$ cat config.mk
export PLATFORM = sky130hd
export DESIGN_NAME = verificador_senha
export DESIGN_NICKNAME = d
export VERILOG_FILES = /design/src/rtl/verificador_senha.sv
export SDC_FILE = /design/constraint.sdc
export NUM_CORES = 1
export LEC_CHECK = 0
export BUFFER_PORTS_ARGS = -buffer_cell sky130_fd_sc_hd__buf_2
export CORE_MARGIN = 1
export CORE_UTILIZATION = 35
export DETAILED_ROUTE_END_ITERATION = 12
export GPL_ROUTABILITY_DRIVEN = 0
export PLACE_DENSITY = 0.52
export SYNTH_ARGS = -nofsm -noshare
export SYNTH_HDL_FRONTEND = slang
export SYNTH_SLANG_ARGS = --single-unit
$ cat constraint.sdc
create_clock -name clk -period 2.5 [get_ports clk]
set_input_delay 0.125 -clock clk [delete_from_list [all_inputs] [get_ports clk]]
set_output_delay 0.125 -clock clk [all_outputs]
set_load 0.02 [all_outputs]
$ cat src/rtl/verificador_senha.sv
// Sequential PIN checker: takes one digit per strobe, issues one acerto/erro verdict
// per completed entry and locks entry for a fixed time after too many consecutive errors.
module verificador_senha #(
    parameter int DIGIT_W     = 4,
    parameter int N_DIGITS    = 4,
    parameter int MAX_ERRORS  = 3,
    parameter int LOCK_CYCLES = 50000000
) (
    input  logic                                               clk,
    input  logic                                               reset,
    input  logic [DIGIT_W-1:0]                                 digito_in,
    input  logic                                               digito_valid,
    input  logic                                               limpar,
    input  logic [N_DIGITS*DIGIT_W-1:0]                        senha,
    output logic [1:0]                                         resultado,
    output logic                                               resultado_valid,
    output logic                                               bloqueado,
    output logic [((N_DIGITS > 1) ? $clog2(N_DIGITS) : 1)-1:0] indice,
    output logic [$clog2(MAX_ERRORS+1)-1:0]                    erros
);

    localparam int IDX_W = (N_DIGITS > 1) ? $clog2(N_DIGITS) : 1;
    localparam int ERR_W = $clog2(MAX_ERRORS + 1);
    localparam int CNT_W = (LOCK_CYCLES > 1) ? $clog2(LOCK_CYCLES) : 1;

    localparam logic [IDX_W-1:0] LAST_IDX  = IDX_W'(N_DIGITS - 1);
    localparam logic [ERR_W-1:0] LAST_ERR  = ERR_W'(MAX_ERRORS - 1);
    localparam logic [ERR_W-1:0] MAX_ERR   = ERR_W'(MAX_ERRORS);
    localparam logic [CNT_W-1:0] LOCK_LOAD = CNT_W'(LOCK_CYCLES - 1);

    localparam logic [1:0] RES_ACERTO    = 2'b00;
    localparam logic [1:0] RES_ERRO      = 2'b01;
    localparam logic [1:0] RES_BLOQUEADO = 2'b10;
    localparam logic [1:0] RES_NENHUM    = 2'b11;

    typedef enum logic [1:0] {
        ENTRADA,
        VERIFICA,
        BLOQUEIO
    } estado_t;

    estado_t          r_estado;
    logic [IDX_W-1:0] r_indice;
    logic [ERR_W-1:0] r_erros;
    logic [CNT_W-1:0] r_contador;
    logic             r_erroFlag;
    logic [1:0]       r_resultado;
    logic             r_valid;
    logic             r_bloqueado;

    logic [DIGIT_W-1:0] w_digitoEsperado;
    logic               w_digitoErrado;

    // senha is read live; the user holds it stable for the whole entry
    assign w_digitoEsperado = senha[r_indice*DIGIT_W +: DIGIT_W];
    assign w_digitoErrado   = (digito_in != w_digitoEsperado);

    always_ff @(posedge clk) begin
        if (reset) begin
            r_estado    <= ENTRADA;
            r_indice    <= '0;
            r_erros     <= '0;
            r_contador  <= '0;
            r_erroFlag  <= 1'b0;
            r_resultado <= RES_NENHUM;
            r_valid     <= 1'b0;
            r_bloqueado <= 1'b0;
        end else begin
            r_valid <= 1'b0;
            case (r_estado)
                ENTRADA: begin
                    if (limpar) begin
                        r_indice   <= '0;
                        r_erroFlag <= 1'b0;
                    end else if (digito_valid) begin
                        r_erroFlag <= r_erroFlag | w_digitoErrado;
                        if (r_indice == LAST_IDX) begin
                            r_indice <= '0;
                            r_estado <= VERIFICA;
                        end else begin
                            r_indice <= r_indice + 1'b1;
                        end
                    end
                end
                VERIFICA: begin
                    r_erroFlag <= 1'b0;
                    r_valid    <= 1'b1;
                    if (!r_erroFlag) begin
                        r_resultado <= RES_ACERTO;
                        r_erros     <= '0;
                        r_estado    <= ENTRADA;
                    end else if (r_erros == LAST_ERR) begin
                        r_resultado <= RES_BLOQUEADO;
                        r_erros     <= MAX_ERR;
                        r_bloqueado <= 1'b1;
                        r_contador  <= LOCK_LOAD;
                        r_estado    <= BLOQUEIO;
                    end else begin
                        r_resultado <= RES_ERRO;
                        r_erros     <= r_erros + 1'b1;
                        r_estado    <= ENTRADA;
                    end
                end
                BLOQUEIO: begin
                    // counter runs LOCK_CYCLES-1 down to 0, so bloqueado stays high LOCK_CYCLES cycles
                    if (r_contador == '0) begin
                        r_bloqueado <= 1'b0;
                        r_erros     <= '0;
                        r_estado    <= ENTRADA;
                    end else begin
                        r_contador <= r_contador - 1'b1;
                    end
                end
                default: begin
                    r_estado <= ENTRADA;
                end
            endcase
        end
    end

    assign resultado       = r_resultado;
    assign resultado_valid = r_valid;
    assign bloqueado       = r_bloqueado;
    assign indice          = r_indice;
    assign erros           = r_erros;

endmodule

; Word level (Yosys, flattened, before mapping)
; Cells that the tools add are included.
[totals]
register_bits = 37
in_bits = 24
output_inout_bits = 8
word_cells = 64
[classes]
add_sub_neg = 3
n_eq_ne = 13
shift = 1
mux = 27
n_bitwise = 1
n_reduce_logical = 11
[op_table]
columns = cell, n
row1 = 26-bit 2-to-1 mux, 3
row2 = 26-bit case mux with 2 select lines, 1
row3 = 26-bit zero test, 1
row4 = 2-bit 2-to-1 mux, 13
row5 = "26-bit by 1-bit subtractor with 26-bit output, second input constant", 1
row6 = 16-bit by 5-bit variable part select with 4-bit output, 1
row7 = "2-bit != test, second input constant", 7
row8 = 4-bit AND reduction, 3
row9 = "2-bit equality test, second input constant", 3
row10 = 1-bit 2-to-1 mux, 6
row11 = 2-bit case mux with 3 select lines, 1
row12 = 2-bit AND reduction, 3
row13 = 2-bit nonzero test, 3
row14 = "2-bit by 1-bit adder with 2-bit output, second input constant", 2
row15 = 4-bit != test, 1
row16 = 1-bit case mux with 2 select lines, 2
row17 = 2-bit case mux with 2 select lines, 1
row18 = "3-bit != test, second input constant", 1
row19 = "2-bit by 1-bit equality test with 1-bit output, second input constant", 1
row20 = 2-bit zero test, 1
row21 = 1-bit bitwise OR, 1

; Longest topological paths before layout
; Gate-level depths: netlist (run 1).
[depth]
word_depth = 6
depth_mapped = 9
ltp_nobuf = 7

; Worst setup path after synthesis (run 1)
; Ideal clock, no wire load.
[synth_timing]
path_kind = register -> register
from = register r_contador[15]
to = register r_bloqueado (netlist: bloqueado)
setup_ns = 0.128
t_arrival_ns = 2.102
required_ns = 2.372
path_slack_ns = 0.270
stages_incl_launch_ff = 7
n_path_buf = 1
period_less_slack_ns = 2.230
path_cell_list = dfxtp_1 or4_4 or4_1 buf_2 or4_4 a21oi_2 nor2_1
[synth_via]
elab_chain_len = 3
[synth_rtl]
columns = element, line_no
row1 = start: declaration, 45  ; logic [CNT_W-1:0] r_contador;
row2 = start signal: assignment, 111  ; r_contador <= r_contador - 1'b1;
row3 = 26-bit zero test, 106  ; if (r_contador == '0) begin
row4 = 2-bit != test (no source line), n/a
row5 = 4-bit AND reduction (no source line), n/a
row6 = end signal: assignment, 67  ; r_bloqueado <= 1'b0;
row7 = end signal: assignment, 95  ; r_bloqueado <= 1'b1;
row8 = end signal: assignment, 107  ; r_bloqueado <= 1'b0;
row9 = end: declaration, 49  ; logic r_bloqueado;
; Every way passes these cells.
; A chain may end at the register's enable or synchronous reset.

; Worst setup path after layout (run 1)
[layout_timing]
from = register r_contador[0]
to = register r_contador[1]
[layout_via]
elab_chain_len = 3
word_cells_on_any_way = 6
cone_classes = add/sub: 1 / eq/ne: 1 / mux: 2 / reduce/logical: 2
[layout_rtl]
columns = element, line_no
row1 = 26-bit by 1-bit subtractor with 26-bit output or 26-bit zero test (tied branches), "111, 106"
row2 = 26-bit 2-to-1 mux or 2-bit != test (tied branches), n/a
row3 = 26-bit case mux with 2 select lines or 4-bit AND reduction (tied branches), n/a
; Parallel ways exist; a longest one is shown, timed or not. The select of a mux whose other input is x is not followed.

==> flow_summary.toml, run 1 <==
[worst_setup_path]
path_cells = "inv_1 > ha_1 > or4b_1 > and2b_1 > nand4_1 > buf_4 > a311oi_1"
crit_required_ns = 2.70
critPathCaptureType = "register"
crit_buf_inv = 2
slowest_stage = "or4b_1"
startpoint_type = "register"
path_delay_family = "simple AND/OR/NAND/NOR gates"
cp_data_arrival_time_ns = 2.57
worstSetupPathType = "reg -> reg"
crit_fanout = 7
critPathMaxStageDelay_ns = 0.51

[clock_network]
clk-insertion-delay-late_ns = 0.29
cts_buffer_depth = 2
cts-root-buf = "clkbuf_8"
numCtsBuffers = 5
cts_tree = "done"
clk_pin_slew_ns = 0.07
htreeDepth = 2
cts_sinks = 37

[global_routing]
overflow = 0
antenna_found_initial = 0
grt_first_pass_wirelength_um = 8004
grt_pass1_vias = 1712
grtUsageTotal_pct = 16.65
grt_max_degree = 33

[worst_hold_path]
worstHoldPathType = "in -> reg"

[logic_synthesis]
synth-edff-count = 0
syn_inst = 226
yosys-top-cells-area = "dfxtp_1 37%, mux4_2 4.5%, xnor2_1 3.9%"
yosysTopAreaCell = "dfxtp_1"
synth_ff_type = "dfxtp_1"
syn_area_um2 = 2002
async_reset_ff_share_pct = 0
netlist.area_leader.share_pct = 37.00
synth.yosys.seq_area_share_pct = 37.00
synth_seq_cells = 37
synth.distinct_cells = 49
synth.avg_cell_area_um2 = 8.858
yosys_warnings = 0
synth_nets = 253

[route]
drtAntennaViolNets = 0
post_drt_wl_per_cell_um = 13.66
dr_total_vias = 1869
drt_first_iter_violations = 91
wirelength_um = 4643
drc = 0
via_per_inst = 5.497
first_pass_iters = 6

[cells_and_area]
syn2layout_area_growth_pct = 22.38
utilization_pct = 44.49
seq_area_um2 = 740.7
final_common_cell = "dfxtp_1"
multiInputGateArea_um2 = 1195
fill_cells = 543
stdcell_area_um2 = 2450
insertedDiodeCount = 0
fin_nets = 294
final_cell_mix = "37 x dfxtp_1, 31 x buf_2, 18 x nor2_1, 15 x buf_4, 13 x a21oi_1"
drive_above_1_share_pct = 25.00

[pwr]
leakagePower_uw = 0.0008993
vdd_ir_drop_max_v = 0.0002611
power_density_nw_per_um2 = 522.7

[timing]
min_period_ns = 2.370
finalSetupTns_ns = 0
finalCritPeriodShare_pct = 94.79
hold_violations = 0
worstMarginPinSlew_ns = 0.6325
hold-worst-slack_ns = 0.1770
setup_viol = 0
clock-skew-final_ns = 0.006449
max_clock_freq_ghz = 0.4220
relSlewSlack_pct = 57.84
drv_slew = 0

[placed_design]
port_buffers = 31
hpwlAfterDp_um = 3403
dpl_cell_area_um2 = 2296

[floorplanning]
core_area_um2 = 5507
start_util_pct = 36.36
boundaryPins = 32
die_x_um = 77.63
die_h_um = 77.63
dieArea_um2 = 6026
rows = 27

[outcome]
status = "completed"

[job]
max_cap_violations = 0
final timing paths:
| kind | startpoint | to | slack, ns | cells after the start |
|---|---|---|---|---|
| max | r_contador[0] | r_contador[1] | 0.13 | 7 |
| min | limpar | r_estado[1] | 0.18 | 4 |
| max reg2reg | r_contador[0] | r_contador[1] | 0.13 | 7 |
| min reg2reg | resultado[1] | resultado[1] | 0.45 | 2 |
worst register-to-register path: stages, from the launching register on:
cell	delay (ns)
dfxtp_1	0.34
inv_1	0.11
ha_1	0.20
or4b_1	0.51
and2b_1	0.37
nand4_1	0.29
buf_4	0.23
a311oi_1	0.24
report_power, final:
part | switching, uW | leakage [uW] | total [uW] | internal, uW
registers | 4.56 | 0.000298 | 595 | 591
logic | 27.3 | 0.000532 | 59.8 | 32.5
clock network | 224 | 0.0000687 | 626 | 402
total | 256 | 0.000899 | 1280 | 1020
layer usage:
| metal | vias to the layer above | wire (um) | track usage, % |
|---|---|---|---|
| met3 | 9 | 215 | 3.882 |
| met5 | - | 0 | 0 |
| met4 | 0 | 78 | 6.226 |
| met1 | 847 | 2432 | 22.39 |
| li1 | 962 | - | - |
| met2 | 51 | 1917 | 25.75 |
synthesized netlist by cell type, drive strengths merged (2+ instances only):
cell type	count
dfxtp	37
nor2	18
a21oi	14
nand2	12
a31oi	11
or4	11
or3	10
nand3	9
nor4	9
xnor2	9
clkbuf	8
nor3	8
o21ai	7
a211oi	6
inv	5
buf	4
mux4	4
nand4	4
nor2b	4
o31ai	4
ha	3
nand2b	3
nand4b	3
a311oi	2
mux2i	2
nor3b	2
o41ai	2
cell families after synthesis:
family | after synthesis | synth area share (%)
fa+ha+maj | 3 | 1.875
buf+inv | 17 | 3.375
flops | 37 | 37.00
xor+xnor | 10 | 4.375
simple gates | 99 | 29.94
mux | 6 | 5.500
compound gates | 54 | 17.94
sequential cells by signal, summed over array words and instances (netlist names):
register and flops:
r_contador 26, erros 2, indice 2, r_estado 2, resultado 2, bloqueado 1
r_erroFlag 1, resultado_valid 1
cell type report:
type | count | area share [%]
clock inverter | 3 | 2.809
clock buffer | 5 | 2.809
sequential | 37 | 30.23
tap | 72 | 3.677
timing repair buffer | 46 | 10.93
inverter | 5 | 0.7661
multi-input combinational | 172 | 48.77
repair_timing:
| action | in CTS | in global routing |
|---|---|---|
| setup buffers | 0 | 2 |
| resized for setup | 0 | 1 |
| endpoints found under the setup margin | 0 | 3 |
| hold buffers | 0 | 0 |
per-stage QoR:
stage / instances / power, uW / setup WS (ns)
final: 340 / 1281 / 0.1303
after global routing: 340 / 1336 / -0.006008
after CTS: 338 / 1299 / 0.1214
after detailed placement: 330 / 669.9 / 0.1493
after global placement: 330 / 669.1 / 0.1937
after floorplan: 226 / 643.7 / 0.2701
Power figures use the tool's default switching activity.
==> run 2, diff against run 1 <==
--- a/config.mk
+++ b/config.mk
@@ -6,6 +6,7 @@
 export NUM_CORES = 1
 export LEC_CHECK = 0
 export BUFFER_PORTS_ARGS = -buffer_cell sky130_fd_sc_hd__buf_2
+export CORE_ASPECT_RATIO = 0.5
 export CORE_MARGIN = 1
 export CORE_UTILIZATION = 35
 export DETAILED_ROUTE_END_ITERATION = 12
==> run 2 against run 1 <==
Compared with the run above:
- core utilization grew 0.26 points
- combinational power about the same
- flip-flop and latch count did not move
- register-to-register slack better by 0.03 ns
- maximum frequency increased by 1.5%
- global-route usage is 0.39 points higher
- die area rose by 0.31%
- sequential share of layout area down 0.092 points
- wire length rose by 3.6%
- non-clock buffer count decreased by 4
- critical path type unchanged
==> flow_summary.toml, run 2 (synthesized netlist as in run 1, its figures left out) <==
[global_routing]
use_met2_pct = 26.68
grt_first_pass_wirelength_um = 8024
globalRoute.busiestLayer = "met2"
grt_max_degree = 33
grtUsageTotal_pct = 17.04
grt_pass1_vias = 1722
antenna_found_initial = 0
use_met3_pct = 4.014
overflow = 0
grt_util_met1_pct = 23.57

[timing]
clock-skew-final_ns = 0.007246
max_clock_freq_ghz = 0.4283
min_period_ns = 2.335
worstMarginPinSlew_ns = 0.6096
hold-worst-slack_ns = 0.1879
rsz0062_at_grt = "no"
finalSetupTns_ns = 0
drv_slew = 0
hold_violations = 0
relSlewSlack_pct = 59.36
setup_viol = 0
finalCritPeriodShare_pct = 93.40

[clock_network]
cts_tree = "done"
htreeDepth = 2
cts-root-buf = "clkbuf_16"
clk-insertion-delay-late_ns = 0.28
cts_sinks = 37
clk_pin_slew_ns = 0.06
cts_buffer_depth = 2
postCtsHoldBufs = 0
numCtsBuffers = 5

[floorplanning]
boundaryPins = 32
core_area_um2 = 5492
start_util_pct = 36.45
dieArea_um2 = 6045
die_x_um = 109.0
rows = 19
die_h_um = 55.48

[route]
first_pass_iters = 4
drc = 0
dr_total_vias = 1870
drtAntennaViolNets = 0
post_drt_wl_per_cell_um = 14.27
drt_first_iter_violations = 68
wirelength_um = 4809
via_per_inst = 5.549

[worst_setup_path]
startpoint_type = "register"
worstSetupPathType = "reg -> reg"
path_delay_family = "simple AND/OR/NAND/NOR gates"
crit_buf_inv = 1
crit_fanout = 7
cp_data_arrival_time_ns = 2.53
crit_required_ns = 2.69
critPathMaxStageDelay_ns = 0.45
critPathCaptureType = "register"
ff2ff_setup_slack_ns = 0.16
path_cells = "inv_1 > ha_1 > or4b_1 > and2b_2 > a311o_1 > or4_1 > a31oi_1"
slowest_stage = "a311o_1"

[cells_and_area]
insertedDiodeCount = 0
stdcell_area_um2 = 2457
syn2layout_area_growth_pct = 22.75
fin_nets = 290
final_cell_mix = "37 x dfxtp_1, 31 x buf_2, 18 x nor2_1, 13 x a21oi_1, 12 x nand2_1"
final_common_cell = "dfxtp_1"
drive_above_1_share_pct = 23.86
largest_reg_flops = 26
top_register = "r_contador"

[pwr]
p_sw_share_pct = 18.72
pwr-share-clk_pct = 52.5
power_density_nw_per_um2 = 561.9
total_power_uw = 1381
p_comb_share_pct = 4.3
power_switching_uw = 258.5
p_int_uw = 1122
vdd_ir_drop_max_v = 0.0002505
p_seq_share_pct = 43.2
leakagePower_uw = 0.0008946

[placed_design]
hpwlAfterDp_um = 3484
port_buffers = 31
dpl_cell_area_um2 = 2275

[outcome]
status = "completed"

[worst_hold_path]
worstHoldPathType = "in -> reg"

[job]
max_cap_violations = 0
==> run 2: worst paths after layout <==
| kind | startpoint | end | cells after the start |
|---|---|---|---|
| max reg2reg | r_contador[0] | r_contador[19] | 7 |
| min reg2reg | resultado[1] | resultado[1] | 2 |
| min | limpar | r_estado[1] | 4 |
| max | r_contador[0] | r_contador[19] | 7 |
==> run 2: stage by stage <==
stage / std cells / setup slack, ns / util [%]
after floorplan: 226 / 0.2701 / -
after global placement: 328 / 0.2528 / 41.42
after detailed placement: 328 / 0.1741 / 41.42
after CTS: 336 / 0.1603 / 44.57
after global routing: 337 / 0.02064 / 44.75
final: 337 / 0.1650 / 44.75
==> run 2: worst reg2reg max path: cells and delay by family, from the launching register on <==
family                   cells  cell delay, ns
AO/OA/AOI/OAI                2            0.63
AND/OR/NAND/NOR              3            0.92
adder cells (fa/ha/maj)      1            0.24
buffers and inverters        1            0.09
flip-flops                   1            0.36
==> run 2: routing by layer <==
metal / vias to the layer above / wire length (um)
met2: 46 / 2137
met4: 0 / 19
met1: 876 / 2396
met3: 2 / 255
met5: - / 0
li1: 946 / -
==> run 2: power by group through the flow <==
stage                     clock network [uW]  logic [uW]  registers (uW)
final                                    725        59.6             596
after global placement                     0        59.1             609
after CTS                                739        60.7             597
after detailed placement                   0        60.5             609
after floorplan                            0        35.8             608
after global routing                     769        65.1             597
==> run 2: area by class of cell <==
cell class                 count  area (um^2)
timing repair buffer          42        237.7
multi-input combinational    172         1196
inverter                       5        18.77
tap                           73        91.34
clock inverter                 1        30.03
fill                         537         3034
clock buffer                   7        142.6
sequential                    37        740.7
==> run 2: repair_timing <==
| action | 4_1_cts | 5_1_grt |
|---|---|---|
| setup buffers | 0 | 1 |
| gates resized for setup | 0 | 2 |
| endpoints found under the setup margin | 0 | 6 |
==> run 3, diff against run 2 <==
--- a/config.mk
+++ b/config.mk
@@ -6,9 +6,11 @@
 export NUM_CORES = 1
 export LEC_CHECK = 0
 export BUFFER_PORTS_ARGS = -buffer_cell sky130_fd_sc_hd__buf_2
+export CAP_MARGIN = 10
 export CORE_ASPECT_RATIO = 0.5
 export CORE_MARGIN = 1
 export CORE_UTILIZATION = 35
+export CTS_BUF_LIST = sky130_fd_sc_hd__clkbuf_8
 export DETAILED_ROUTE_END_ITERATION = 12
 export GPL_ROUTABILITY_DRIVEN = 0
 export PLACE_DENSITY = 0.52
==> run 3 against run 2 <==
Compared with the run above:
- count of clock-buffer cells in the layout down 1
- combinational power hardly changed
- global-route usage about the same
- total power is 14% lower
- first-iteration DRC count fell by 15%
- clock power decreased by 26%
- critical path depth stayed put
- cell count is the same
==> flow_summary.toml, run 3 (synthesized netlist as in run 1, its figures left out) <==
[pwr]
leakagePower_uw = 0.0008730
power_density_nw_per_um2 = 496.2
vdd_ir_drop_max_v = 0.0002262

[global_routing]
grt_pass1_vias = 1731
antenna_found_initial = 0
grtUsageTotal_pct = 17.07
overflow = 0
grt_first_pass_wirelength_um = 8045
grt_max_degree = 33

[timing]
worstMarginPinSlew_ns = 0.5978
hold_violations = 0
setup_viol = 0
max_clock_freq_ghz = 0.4260
min_period_ns = 2.347
drv_slew = 0
relSlewSlack_pct = 60.14
rsz0062_at_grt = "no"
finalCritPeriodShare_pct = 93.89
clock-skew-final_ns = 0.01343
finalSetupTns_ns = 0

[route]
drc = 0
via_per_inst = 5.543
post_drt_wl_per_cell_um = 14.27
wirelength_um = 4809
drtAntennaViolNets = 0
drt_first_iter_violations = 58
first_pass_iters = 4
dr_total_vias = 1868

[worst_setup_path]
crit_required_ns = 2.70
r2r-start = "r_contador[0]"
crit_fanout = 7
critPathCaptureType = "register"
rr_worst_depth = 7
r2r_end = "r_contador[19]"
startpoint_type = "register"
worstSetupPathType = "reg -> reg"
ff2ff_setup_slack_ns = 0.15
critical_path.endpoint = "r_contador[19]"
cp_data_arrival_time_ns = 2.55
crit_start = "r_contador[0]"

[clock_network]
clk-insertion-delay-late_ns = 0.29
clk_pin_slew_ns = 0.08
cts_tree = "done"
cts_buffer_depth = 2
cts-root-buf = "clkbuf_8"
numCtsBuffers = 5
postCtsHoldBufs = 0
cts_sinks = 37
htreeDepth = 2

[cells_and_area]
syn2layout_area_growth_pct = 19.94
final_common_cell = "dfxtp_1"
top_register = "r_contador"
stdcell_area_um2 = 2401
drive_above_1_share_pct = 23.86
insertedDiodeCount = 0
fin_nets = 290
final_cells = 337
final_cell_mix = "37 x dfxtp_1, 31 x buf_2, 18 x nor2_1, 13 x a21oi_1, 12 x nand2_1"
largest_reg_flops = 26
fill_cells = 546

[outcome]
status = "completed"

[placed_design]
hpwlAfterDp_um = 3484
dpl_cell_area_um2 = 2275
dpl.cell_count = 328
port_buffers = 31

[worst_hold_path]
worstHoldPathType = "in -> reg"

[floorplanning]
core_area_um2 = 5492
rows = 19
start_util_pct = 36.45
die_h_um = 55.48
boundaryPins = 32
dieArea_um2 = 6045
die_x_um = 109.0

[job]
max_cap_violations = 0
run 3: cell type report:
| cell class | count | area, um^2 | share of cell area [%] |
|---|---|---|---|
| repair buffers | 42 | 237.7 | 9.901 |
| clock buffers | 6 | 82.58 | 3.439 |
| inverters | 5 | 18.77 | 0.7817 |
| flip-flops and latches | 37 | 740.7 | 30.85 |
| clock inverters | 2 | 33.78 | 1.407 |
| multi-input cells | 172 | 1196 | 49.82 |
| well taps | 73 | 91.34 | 3.804 |
run 3: worst min path at each step:
stage,endpoint,cells past startpoint,startpoint
global placement,resultado[1],2,resultado[1]
detailed placement,resultado[1],2,resultado[1]
CTS,r_estado[1],4,limpar
finish,r_estado[1],4,limpar
floorplan,resultado[1],2,reset
global route,r_estado[0],4,limpar
run 3: routing by layer:
layer	vias to the layer above	global-route usage [%]	routed length (um)
li1	946	-	-
met1	864	23.30	2377
met2	53	27.04	2139
met3	5	4.014	256
met4	0	4.247	36
met5	-	0	0
run 3: what timing repair did:
| item | in CTS | in global routing |
|---|---|---|
| endpoints found under the hold margin | 0 | 0 |
| setup buffers | 0 | 1 |
| endpoints found under the setup margin | 0 | 6 |
| resized for setup | 0 | 2 |
run 3: power by group:
part	leakage (uW)	internal [uW]	switching, uW
clock network	0.0000626	321	215
logic	0.000512	32.6	26.8
registers	0.000298	591	4.60
total	0.000873	945	247
run 3: critical path, stage by stage, from the launching register on:
cell and delay, ns:
dfxtp_1 0.37, inv_1 0.09, ha_1 0.24, or4b_1 0.23, and2b_2 0.28, a311o_1 0.45, or4_1 0.42, a31oi_1 0.18
run 3: through the flow:
stage | hold WS, ns | total power, uW | util [%] | setup slack [ns]
after floorplan | 0.2398 | 643.7 | - | 0.2701
after global placement | 0.4317 | 668.2 | 41.42 | 0.2528
after detailed placement | 0.4337 | 669.9 | 41.42 | 0.1741
after CTS | 0.1666 | 1206 | 43.54 | 0.1569
after global routing | 0.1754 | 1237 | 43.72 | 0.01578
final | 0.1686 | 1192 | 43.72 | 0.1528
